--- src/rtl/branch_cmp_unit.sv ---
// rtl/branch_cmp_unit.sv - eight-mode branch condition compare with operand wait and perf counters
//
// Purpose:
//   Decode-stage branch condition unit. A request is accepted over in_valid/in_ready.
//   If its forwarded operands are already final, the result is registered at once.
//   Otherwise the unit parks in WAIT until the operands are marked ready.
//   The taken/not-taken result is then offered over out_valid/out_ready.
//   Two saturating counters trace delivered taken branches and cycles spent waiting.
//
// Ports:
//   clk, reset        rising-edge clock, asynchronous active-high reset
//   flush             synchronous kill of any in-flight request
//   in_valid/in_ready request handshake; op sampled at accept
//   op                compare mode (EQ NE LEZ GTZ LTZ GEZ LT LTU)
//   a, b              forwarded operands; a_rdy/b_rdy mark them final
//   out_valid/out_ready result handshake
//   taken             registered branch condition, stable while out_valid
//   taken_cnt         delivered results with taken=1 (saturating)
//   wait_cnt          cycles spent in WAIT (saturating)

module branch_cmp_unit #(
  parameter int WIDTH = 32,
  parameter int CNT_W = 16
) (
  input  logic             clk,
  input  logic             reset,
  input  logic             flush,
  input  logic             in_valid,
  output logic             in_ready,
  input  logic [2:0]       op,
  input  logic [WIDTH-1:0] a,
  input  logic [WIDTH-1:0] b,
  input  logic             a_rdy,
  input  logic             b_rdy,
  output logic             out_valid,
  input  logic             out_ready,
  output logic             taken,
  output logic [CNT_W-1:0] taken_cnt,
  output logic [CNT_W-1:0] wait_cnt
);

  typedef enum logic [1:0] {
    S_IDLE = 2'd0,
    S_WAIT = 2'd1,
    S_DONE = 2'd2
  } state_t;

  state_t     state, state_nx;
  logic [2:0] op_q;
  logic       taken_q;

  logic       accept;
  logic       handshake;
  logic       ops_ok_in;
  logic       ops_ok_wait;
  logic       load;
  logic [2:0] load_op;

  // Zero-compare modes (LEZ, GTZ, LTZ, GEZ) only look at a.
  function automatic logic uses_b(input logic [2:0] m);
    return !((m == 3'd2) || (m == 3'd3) || (m == 3'd4) || (m == 3'd5));
  endfunction

  function automatic logic compare(input logic [2:0] m,
                                   input logic [WIDTH-1:0] x,
                                   input logic [WIDTH-1:0] y);
    logic res;
    res = 1'b0;
    case (m)
      3'd0: res = (x == y);
      3'd1: res = (x != y);
      3'd2: res = x[WIDTH-1] || (x == '0);
      3'd3: res = !x[WIDTH-1] && (x != '0);
      3'd4: res = x[WIDTH-1];
      3'd5: res = !x[WIDTH-1];
      3'd6: res = ($signed(x) < $signed(y));
      3'd7: res = (x < y);
      default: res = 1'b0;
    endcase
    return res;
  endfunction

  assign out_valid = (state == S_DONE);
  assign taken     = taken_q;
  assign in_ready  = !flush && ((state == S_IDLE) || ((state == S_DONE) && out_ready));
  assign accept    = in_valid && in_ready;
  assign handshake = out_valid && out_ready;

  // Incoming requests are judged by their own op; a parked request by the stored op.
  assign ops_ok_in   = a_rdy && (b_rdy || !uses_b(op));
  assign ops_ok_wait = a_rdy && (b_rdy || !uses_b(op_q));

  always_comb begin
    state_nx = state;
    load     = 1'b0;
    load_op  = op;
    if (flush) begin
      state_nx = S_IDLE;
    end else begin
      case (state)
        S_IDLE: begin
          if (accept) begin
            if (ops_ok_in) begin
              load     = 1'b1;
              state_nx = S_DONE;
            end else begin
              state_nx = S_WAIT;
            end
          end
        end
        S_WAIT: begin
          if (ops_ok_wait) begin
            load     = 1'b1;
            load_op  = op_q;
            state_nx = S_DONE;
          end
        end
        S_DONE: begin
          // A new request can only be accepted here in the handshake cycle.
          if (accept) begin
            if (ops_ok_in) begin
              load     = 1'b1;
              state_nx = S_DONE;
            end else begin
              state_nx = S_WAIT;
            end
          end else if (out_ready) begin
            state_nx = S_IDLE;
          end
        end
        default: state_nx = S_IDLE;
      endcase
    end
  end

  always_ff @(posedge clk or posedge reset) begin
    if (reset) begin
      state   <= S_IDLE;
      op_q    <= 3'd0;
      taken_q <= 1'b0;
    end else begin
      state <= state_nx;
      if (accept) begin
        op_q <= op;
      end
      if (load) begin
        taken_q <= compare(load_op, a, b);
      end
    end
  end

  always_ff @(posedge clk or posedge reset) begin
    if (reset) begin
      taken_cnt <= '0;
      wait_cnt  <= '0;
    end else if (!flush) begin
      if (handshake && taken_q && (taken_cnt != '1)) begin
        taken_cnt <= taken_cnt + 1'b1;
      end
      if ((state == S_WAIT) && (wait_cnt != '1)) begin
        wait_cnt <= wait_cnt + 1'b1;
      end
    end
  end

endmodule

--- config.mk ---
export PLATFORM = sky130hd
export DESIGN_NAME = branch_cmp_unit
export DESIGN_NICKNAME = d
export VERILOG_FILES = /design/src/rtl/branch_cmp_unit.sv
export SDC_FILE = /design/constraint.sdc
export NUM_CORES = 1
export LEC_CHECK = 0
export CORE_MARGIN = 5
export CORE_UTILIZATION = 31
export CTS_BUF_LIST = sky130_fd_sc_hd__clkbuf_4
export DETAILED_ROUTE_END_ITERATION = 6
export SLEW_MARGIN = 20
export SYNTH_ARGS = -nofsm -noshare
export SYNTH_HDL_FRONTEND = slang
export SYNTH_SLANG_ARGS = --single-unit
--- constraint.sdc ---
create_clock -name clk -period 2.2 [get_ports clk]
set_clock_uncertainty 0.2 [all_clocks]
set_input_delay 0.22 -clock clk [delete_from_list [all_inputs] [get_ports clk]]
set_output_delay 0.22 -clock clk [all_outputs]
set_load 0.02 [all_outputs]
==> results.toml, run 1 <==
[logic_synthesis]
synth_nets = 402
ys.flop_type = "dfrtp_1"
post_synth_instance_area_mm2 = 0.002735
ys_seq_area_frac = 0.3477
ys_ff_latch = 38
synth_edf_count = 0
syn_inst = 294
yosysWarnings = 0
syn_area_per_cell_um2 = 9.303
synth_cell_types = 38
synthArstFlopShare = 1.000

[worst_setup_path]
path_cells = "xor2_1 -> o211ai_2 -> mux2i_2 -> mux2i_1 -> xnor2_1 -> o311ai_1"
r2r-end = "taken"
worstSetupEndpointType = "register"
r2r-start = "op_q[1]"
start_kind = "register"
crit_fanout = 4
r2r_cells = 6
critPathBufInv = 0
slowest_delay_ns = 0.42
path_class = "register to register"
crit_arrival_ns = 2.20
path_delay_family = "compound AO/OA/AOI/OAI gates"
required_ns = 2.24
crit_slowest_cell = "dfrtp_1"
r2r_slack_ns = 0.05

[clock_network]
clk_latency_ns = 0.35
htree_levels = 2
cts_hold_buf = 0
clkTransAtPathRegs_ns = 0.12
cts_tree = "built"
cts_buffers = 5
clock-sinks = 38
clk_path_buf_depth = 2
cts-root-buf = "clkbuf_4"

[drt]
dr.pass1.iters = 4
final_antenna_net_count = 0
routed_via_density = 4.746
drt_iter0_drc = 65
drt-total-wl_um = 7392
num_vias = 2648
drc = 0
wire_per_inst_um = 13.25

[power_and_ir_drop]
peakVddDrop_uv = 191.4
p_per_area_mw_per_mm2 = 437.9
p_leak_nw = 2.111
total_power_mw = 1.963

[final_layout]
drive_above_1_share = 0.1915
fin_nets = 556
syn_to_final_growth_pct = 63.86

[floorplanning]
pin_count = 109
dieWidth_um = 103.9
start_util = 0.3152
die_y_um = 103.9
die_area_mm2 = 0.01080
row_count = 34
fp.coreArea_mm2 = 0.008678

[worst_hold_path]
hold_path_class = "input pin to asynchronous set/reset pin"

[global_routing]
overflow = 0
grt_use_total = 0.1317
antenna_found_initial = 1
grt_max_degree = 39
grt_pass1_vias = 2778
grt_pass1_wl_um = 12260

[timing]
rsz0062_at_grt = "yes"
tightest_slew_ns = 0.4799
slew_headroom = 0.6801
period_minus_slack_ns = 2.154
whs_ns = 0.07526
drv_slew = 0
fin_crit_sh = 0.9793
max_freq_mhz = 464.2
hold_violations = 0
setup_viol = 0

[placement]
portBuffers = 108
dp_hpwl_um = 6244
place.gp.congestion = 0.8273

[flow_run]
max-cap-violations = 0

[status]
status = "finished clean"
stage by stage:
step | utilization | instance area [µm²] | setup TNS [ns] | setup WS (ns) | instances
after detailed placement | 0.4885 | 4239 | -0.5301 | -0.4592 | 548
final | 0.5164 | 4482 | 0 | 0.04554 | 558
after CTS | 0.4952 | 4298 | 0 | 0.01701 | 556
after global placement | 0.4885 | 4239 | -0.4040 | -0.3747 | 548
after floorplan | - | 2738 | 0 | 0.01051 | 294
after global routing | 0.5164 | 4482 | -0.07191 | -0.07191 | 558
what timing repair did:
action,CTS,global route
pin swaps,0,14
gates cloned,0,0
gates resized for setup,3,37
setup endpoints to repair,2,17
buffers inserted,0,1
logic make-up after synthesis:
group / synth area share
AO/OA/AOI/OAI: 0.09606
XOR/XNOR: 0.1057
adder cells (fa/ha/maj): 0.1555
buffers and inverters: 0.05627
flip-flops: 0.3477
multiplexers: 0.03568
AND/OR/NAND/NOR: 0.2031
worst max path at each step:
stage | start | endpoint | slack (ns) | cells past startpoint
CTS | b[11] | taken | 0.02 | 10
finish | op_q[1] | taken | 0.05 | 6
global placement | b[15] | taken | -0.37 | 10
global route | op_q[2] | taken | -0.07 | 6
detailed placement | b[26] | taken | -0.46 | 11
floorplan | wait_cnt[5] | wait_cnt[11] | 0.01 | 7
routing by layer:
metal,up-vias,GRT usage,part of all wire,wire [µm]
li1,1344,-,-,-
met2,86,0.2313,0.49,3606
met3,10,0.04221,0.076,562
met4,0,0.03238,0.014,101
met1,1208,0.1552,0.42,3122
met5,-,0,0,0
flip-flops by register name, indices dropped and copies added, names as in the netlist:
register,cells
op_q,3
taken_cnt,16
wait_cnt,16
state,2
taken,1
cell type report:
class | instances | area [µm²]
Fill cell | 818 | 4197
Tap cell | 108 | 135.1
Antenna cell | 1 | 2.502
Timing Repair Buffer | 147 | 1395
Inverter | 41 | 153.9
Multi-Input combinational cell | 215 | 1788
Clock inverter | 3 | 16.27
Clock buffer | 5 | 37.54
Sequential cell | 38 | 953.4
power by group:
group / total (mW) / leakage (nW) / switching, mW / internal [mW]
Combinational: 0.738 / 1.59 / 0.323 / 0.414
Clock: 0.355 / 0.0286 / 0.236 / 0.119
Sequential: 0.870 / 0.496 / 0.0983 / 0.772
cell usage in the layout, fill, tap and decap left out, types with 3 or more instances in the layout:
| cell type | n |
|---|---|
| nor4_1 | 7 |
| a21oi_1 | 15 |
| clkbuf_4 | 5 |
| o21ai_0 | 6 |
| nor3_1 | 5 |
| nand4_1 | 18 |
| inv_2 | 5 |
| nand3_1 | 10 |
| inv_1 | 36 |
| buf_4 | 39 |
| mux2_2 | 5 |
| o21ai_1 | 3 |
| a211oi_1 | 3 |
| clkdlybuf4s50_1 | 98 |
| dfrtp_1 | 36 |
| xor2_1 | 17 |
| ha_1 | 25 |
| dlymetal6s2s_1 | 9 |
| xnor2_1 | 16 |
| nor2_1 | 16 |
| nor2b_1 | 5 |
| nand2_1 | 17 |
| ha_4 | 9 |
| and4_1 | 3 |
synth_stat cells, types with 2 or more instances:
| master | instances | area, µm² |
|---|---|---|
| inv_1 | 41 | 153.9 |
| dfrtp_1 | 38 | 950.9 |
| ha_1 | 34 | 425.4 |
| nand2_1 | 18 | 67.56 |
| nand4_1 | 18 | 112.6 |
| nor2_1 | 18 | 67.56 |
| xor2_1 | 17 | 148.9 |
| xnor2_1 | 16 | 140.1 |
| a21oi_1 | 15 | 75.07 |
| nand3_1 | 10 | 50.05 |
| o21ai_0 | 9 | 45.04 |
| nor4_1 | 8 | 50.05 |
| nor3_1 | 6 | 30.03 |
| mux2_2 | 5 | 56.30 |
| nor2b_1 | 5 | 31.28 |
| a211oi_1 | 4 | 30.03 |
| and4_1 | 4 | 35.03 |
| mux2i_1 | 3 | 30.03 |
| a21boi_0 | 2 | 15.01 |
| a21o_1 | 2 | 15.01 |
| and2_1 | 2 | 12.51 |
| nand2b_1 | 2 | 12.51 |
| or3_1 | 2 | 12.51 |
worst reg2reg max path, cell delays in order (launching register included):
cell and delay, ns:
dfrtp_1 0.42, xor2_1 0.19, o211ai_2 0.31, mux2i_2 0.32, mux2i_1 0.25, xnor2_1 0.09, o311ai_1 0.28
Note: power is estimated with default switching activity, not from simulation.
==> run 2: changes to the inputs <==
--- a/config.mk
+++ b/config.mk
@@ -9,6 +9,8 @@
 export CORE_UTILIZATION = 31
 export CTS_BUF_LIST = sky130_fd_sc_hd__clkbuf_4
 export DETAILED_ROUTE_END_ITERATION = 6
+export HOLD_SLACK_MARGIN = 0.03
+export MAX_ROUTING_LAYER = met4
 export SLEW_MARGIN = 20
 export SYNTH_ARGS = -nofsm -noshare
 export SYNTH_HDL_FRONTEND = slang
==> run 2 against run 1 <==
Register-to-register slack about the same. Largest cell class unchanged. Flip-flop and latch count did not move. Count of clock-buffer cells in the layout stayed put. Final area unchanged. Die area is the same. Sequential share of layout area unchanged. Final cell count did not move. Routed wire length up 0.66%. Non-clock buffer count is the same. Worst hold slack worse by 0.0033 ns. Fmax barely moved. Worst setup slack worse by 0.00096 ns.
==> results.toml, run 2 (same netlist as run 1, synthesis figures left out) <==
[worst_setup_path]
path_cells = "xor2_1 -> o211ai_2 -> mux2i_2 -> mux2i_1 -> xnor2_1 -> o311ai_1"
required_ns = 2.24
slowest_delay_ns = 0.42
crit_arrival_ns = 2.20
crit_fanout = 4
worstSetupEndpointType = "register"
r2r-start = "op_q[1]"
crit_slowest_cell = "dfrtp_1"
start_kind = "register"
path_class = "register to register"
setup.worst_path.start = "op_q[1]"

[final_layout]
top_regs = "taken_cnt: 16 flops, wait_cnt: 16 flops, op_q: 3 flops"
multiInputGateArea_mm2 = 0.001788
fin_nets = 556
syn_to_final_growth_pct = 63.86
mostFrequentLayoutCell = "clkdlybuf4s50_1"
final_cell_mix = "98 x clkdlybuf4s50_1, 39 x buf_4, 36 x inv_1, 36 x dfrtp_1, 25 x ha_1"
post-route-util = 0.5164
drive_above_1_share = 0.1915
fill_cells = 818
seqCellArea_um2 = 953.4

[global_routing]
grt_pass1_wl_um = 12250
grt_max_degree = 39
grt_pass1_vias = 2787
grt_use_total = 0.1357
antenna_found_initial = 1
overflow = 0

[timing]
period_minus_slack_ns = 2.155
hold_violations = 0
max_freq_mhz = 463.9
whs_ns = 0.07198
layout_setup_ws_ns = 0.04459
tightest_slew_ns = 0.4849
drv_slew = 0
setup_viol = 0
slew_headroom = 0.6767
rsz0062_at_grt = "yes"
fin_crit_sh = 0.9797

[clock_network]
clkTransAtPathRegs_ns = 0.13
cts_tree = "built"
clk_path_buf_depth = 2
cts_buffers = 5
htree_levels = 2
clk_latency_ns = 0.35
cts-root-buf = "clkbuf_4"
clock-sinks = 38

[drt]
drt_iter0_drc = 67
routed_via_density = 4.783
final_antenna_net_count = 0
dr.pass1.iters = 4
num_vias = 2669
drc = 0
wire_per_inst_um = 13.34
drt-total-wl_um = 7441

[power_and_ir_drop]
peakVddDrop_uv = 192.3
p_per_area_mw_per_mm2 = 438.6
p_leak_nw = 2.111

[floorplanning]
fp.coreArea_mm2 = 0.008678
start_util = 0.3152
die_y_um = 103.9
die_area_mm2 = 0.01080
pin_count = 109
dieWidth_um = 103.9
row_count = 34

[worst_hold_path]
hold_path_class = "input pin to asynchronous set/reset pin"

[status]
status = "finished clean"

[placement]
place.gp.congestion = 0.8399
dp_hpwl_um = 6244
portBuffers = 108
pre_cts_ws_ns = -0.4592

[flow_run]
max-cap-violations = 0
run 2: cell counts in the layout (fill, tap and decap cells not counted):
Identical to the previous run, type by type.
run 2: layout make-up:
type / instances / area share
multi-input cells: 215 / 0.3989
repair buffers: 147 / 0.3113
flip-flops and latches: 38 / 0.2127
inverters: 41 / 0.03434
well taps: 108 / 0.03015
clock buffers: 5 / 0.008375
clock inverters: 3 / 0.003629
diodes: 1 / 0.0005583
run 2: power breakdown:
part | leakage [nW] | internal, mW | switching [mW]
logic | 1.59 | 0.415 | 0.324
clock network | 0.0286 | 0.119 | 0.237
registers | 0.496 | 0.772 | 0.0989
total | 2.11 | 1.31 | 0.660
run 2: worst max-delay path, delay by kind of cell (launching register included):
kind / cells / cell delay [ns]
compound gates: 2 / 0.59
flops: 1 / 0.42
mux: 2 / 0.57
xor+xnor: 2 / 0.28
run 2: stage by stage:
step           area (µm²)  setup TNS [ns]  instances  power (mW)
2_1_floorplan        2738               0        294       1.191
3_3_place_gp         4239         -0.4040        548       1.586
3_5_place_dp         4239         -0.5301        548       1.600
4_1_cts              4298               0        556       1.966
5_1_grt              4482        -0.07250        558       2.094
6_report             4482               0        558       1.966
run 2: path summary, 6_finish.rpt:
| check | slack (ns) | cells after the start | endpoint |
|---|---|---|---|
| max | 0.04 | 6 | taken |
| min | 0.07 | 3 | wait_cnt[13] |
| max reg2reg | 0.04 | 6 | taken |
| min reg2reg | 0.30 | 1 | taken_cnt[3] |
| max in group asynchronous | 1.37 | 3 | wait_cnt[3] |
| min in group clk | 0.30 | 1 | taken_cnt[3] |
run 2: repair_timing:
action                     in CTS  in global routing
setup endpoints to repair       2                 17
gates resized for setup         3                 37
pin swaps                       0                 14
hold buffers                    0                  0
buffers inserted                0                  1
run 2: routing by layer:
metal / vias up / wire, µm / global-route usage
li1: 1347 / - / -
met1: 1216 / 3264 / 0.1629
met2: 92 / 3619 / 0.2318
met3: 14 / 436 / 0.03042
met4: 0 / 121 / 0.03238
met5: - / 0 / -
==> run 3: changes to the inputs <==
--- a/config.mk
+++ b/config.mk
@@ -7,10 +7,9 @@
 export LEC_CHECK = 0
 export CORE_MARGIN = 5
 export CORE_UTILIZATION = 31
-export CTS_BUF_LIST = sky130_fd_sc_hd__clkbuf_4
+export CTS_BUF_LIST = sky130_fd_sc_hd__clkbuf_4 sky130_fd_sc_hd__clkbuf_8 sky130_fd_sc_hd__clkbuf_16
 export DETAILED_ROUTE_END_ITERATION = 6
 export HOLD_SLACK_MARGIN = 0.03
-export MAX_ROUTING_LAYER = met4
 export SLEW_MARGIN = 20
 export SYNTH_ARGS = -nofsm -noshare
 export SYNTH_HDL_FRONTEND = slang
==> run 3 against run 2 <==
Die area is the same. Routed wire length grew 4.1%. First-iteration DRC count shrank 46%. Sequential share of layout area shrank 1.3 points. Critical path type unchanged. Critical endpoint is now wait_cnt[15]. Largest cell class unchanged.
==> results.toml, run 3 (same netlist as run 1, synthesis figures left out) <==
[power_and_ir_drop]
p_leak_nw = 2.396
peakVddDrop_uv = 195.3
total_power_mw = 2.147
p_per_area_mw_per_mm2 = 450.1

[drt]
drt-total-wl_um = 7745
dr.pass1.iters = 4
final_antenna_net_count = 0
routed_via_density = 4.820
wire_per_inst_um = 13.83
drt_iter0_drc = 36
drc = 0
num_vias = 2699

[floorplanning]
dieWidth_um = 103.9
pin_count = 109
die_area_mm2 = 0.01080
die_y_um = 103.9
start_util = 0.3152
row_count = 34
fp.coreArea_mm2 = 0.008678

[status]
status = "finished clean"

[final_layout]
fill_cells = 773
syn_to_final_growth_pct = 74.38
final_cell_mix = "69 x clkdlybuf4s50_1, 41 x buf_4, 38 x dlymetal6s2s_1"
mostFrequentLayoutCell = "clkdlybuf4s50_1"
top_regs = "taken_cnt: 16 flops, wait_cnt: 16 flops, op_q: 3 flops"
fin_nets = 558
drive_above_1_share = 0.2528
final_area_mm2 = 0.004770

[clock_network]
clk_path_buf_depth = 2
cts_hold_buf = 0
clk_latency_ns = 0.29
cts_tree = "built"
cts-root-buf = "clkbuf_8"
clkTransAtPathRegs_ns = 0.08
clock-sinks = 38
cts_buffers = 5
htree_levels = 2

[worst_setup_path]
crit_arrival_ns = 2.09
path_class = "register to register"
required_ns = 2.16
crit_slowest_cell = "or3_4"
start_kind = "register"
r2r-start = "wait_cnt[6]"
path_cells = "and4_4 -> nand4_2 -> or3_4 -> o21a_4 -> nand4_4 -> nor3_1 -> xor2_1"
crit_fanout = 7
setup.worst_path.start = "wait_cnt[6]"
worstSetupEndpointType = "register"
slowest_delay_ns = 0.40

[global_routing]
grt_use_total = 0.1324
antenna_found_initial = 1
grt_max_degree = 39
grt_pass1_wl_um = 12310
overflow = 0
grt_pass1_vias = 2796

[timing]
hold_violations = 0
slew_headroom = 0.6780
whs_ns = 0.1416
rsz0062_at_grt = "yes"
period_minus_slack_ns = 2.125
fin_crit_sh = 0.9659
drv_slew = 0
finalSetupTns_ns = 0
max_freq_mhz = 470.6
setup_viol = 0
tightest_slew_ns = 0.4830

[flow_run]
max-cap-violations = 0

[placement]
portBuffers = 108
place.gp.congestion = 0.8273
place_area_mm2 = 0.004239
dp_hpwl_um = 6244

[worst_hold_path]
hold_path_class = "input pin to asynchronous set/reset pin"
## run 3: cell count changes in the layout (fill, tap and decap cells not counted), moves of 2 or more
cell / change
buf_4: +2
clkbuf_4: -5
clkbuf_8: +6
clkdlybuf4s50_1: -29
dlymetal6s2s_1: +29
ha_1: -13
ha_4: +13
inv_1: -13
inv_2: +13
## run 3: final cells by class
| cell class | count | area [µm²] | share of cell area |
|---|---|---|---|
| sequential | 38 | 953.4 | 0.1999 |
| inverter | 41 | 153.9 | 0.03227 |
| timing repair buffer | 149 | 1483 | 0.3109 |
| clock buffer | 6 | 82.58 | 0.01731 |
| multi-input combinational | 215 | 1947 | 0.4082 |
| tap | 108 | 135.1 | 0.02833 |
| clock inverter | 2 | 12.51 | 0.002623 |
| antenna | 1 | 2.502 | 0.0005247 |
## run 3: through the flow
stage,util,std cells,worst slack (ns)
detailed placement,0.4885,548,-0.4592
global route,0.5496,560,-0.03772
global placement,0.4885,548,-0.3747
CTS,0.5006,556,-0.01562
finish,0.5496,560,0.07506
floorplan,-,294,0.01051
## run 3: report_power, final
| group | internal (mW) | switching [mW] |
|---|---|---|
| sequential | 0.772 | 0.0971 |
| clock | 0.252 | 0.254 |
| combinational | 0.430 | 0.342 |
| total | 1.45 | 0.693 |
## run 3: worst max-delay path, delay by kind of cell (launching register included)
kind / cells / cell delay [ns]
and+or+nand+nor: 5 / 1.00
AOI/OAI and AO/OA: 1 / 0.26
DFF: 1 / 0.39
xor gates and xnor gates: 1 / 0.14
## run 3: worst paths after layout
| path | to | slack (ns) | cells after the start |
|---|---|---|---|
| hold / removal | wait_cnt[13] | 0.14 | 3 |
| max in group asynchronous | wait_cnt[3] | 1.30 | 3 |
| setup reg to reg | wait_cnt[15] | 0.08 | 7 |
| hold reg to reg | taken_cnt[3] | 0.29 | 1 |
| min in group clk | taken_cnt[3] | 0.29 | 1 |
| setup / recovery | wait_cnt[15] | 0.08 | 7 |
## run 3: timing repair
action / CTS / global route
endpoints found under the setup margin: 2 / 15
setup buffers: 0 / 3
resized for setup: 4 / 90
gates cloned: 0 / 0
pin swaps: 0 / 21
## run 3: per-layer routing
| metal | routed length [µm] | vias up | GRT usage |
|---|---|---|---|
| li1 | - | 1350 | - |
| met3 | 571 | 11 | 0.04221 |
| met2 | 3862 | 90 | 0.2332 |
| met4 | 101 | 0 | 0.03238 |
| met5 | 0 | - | 0 |
| met1 | 3211 | 1248 | 0.1555 |
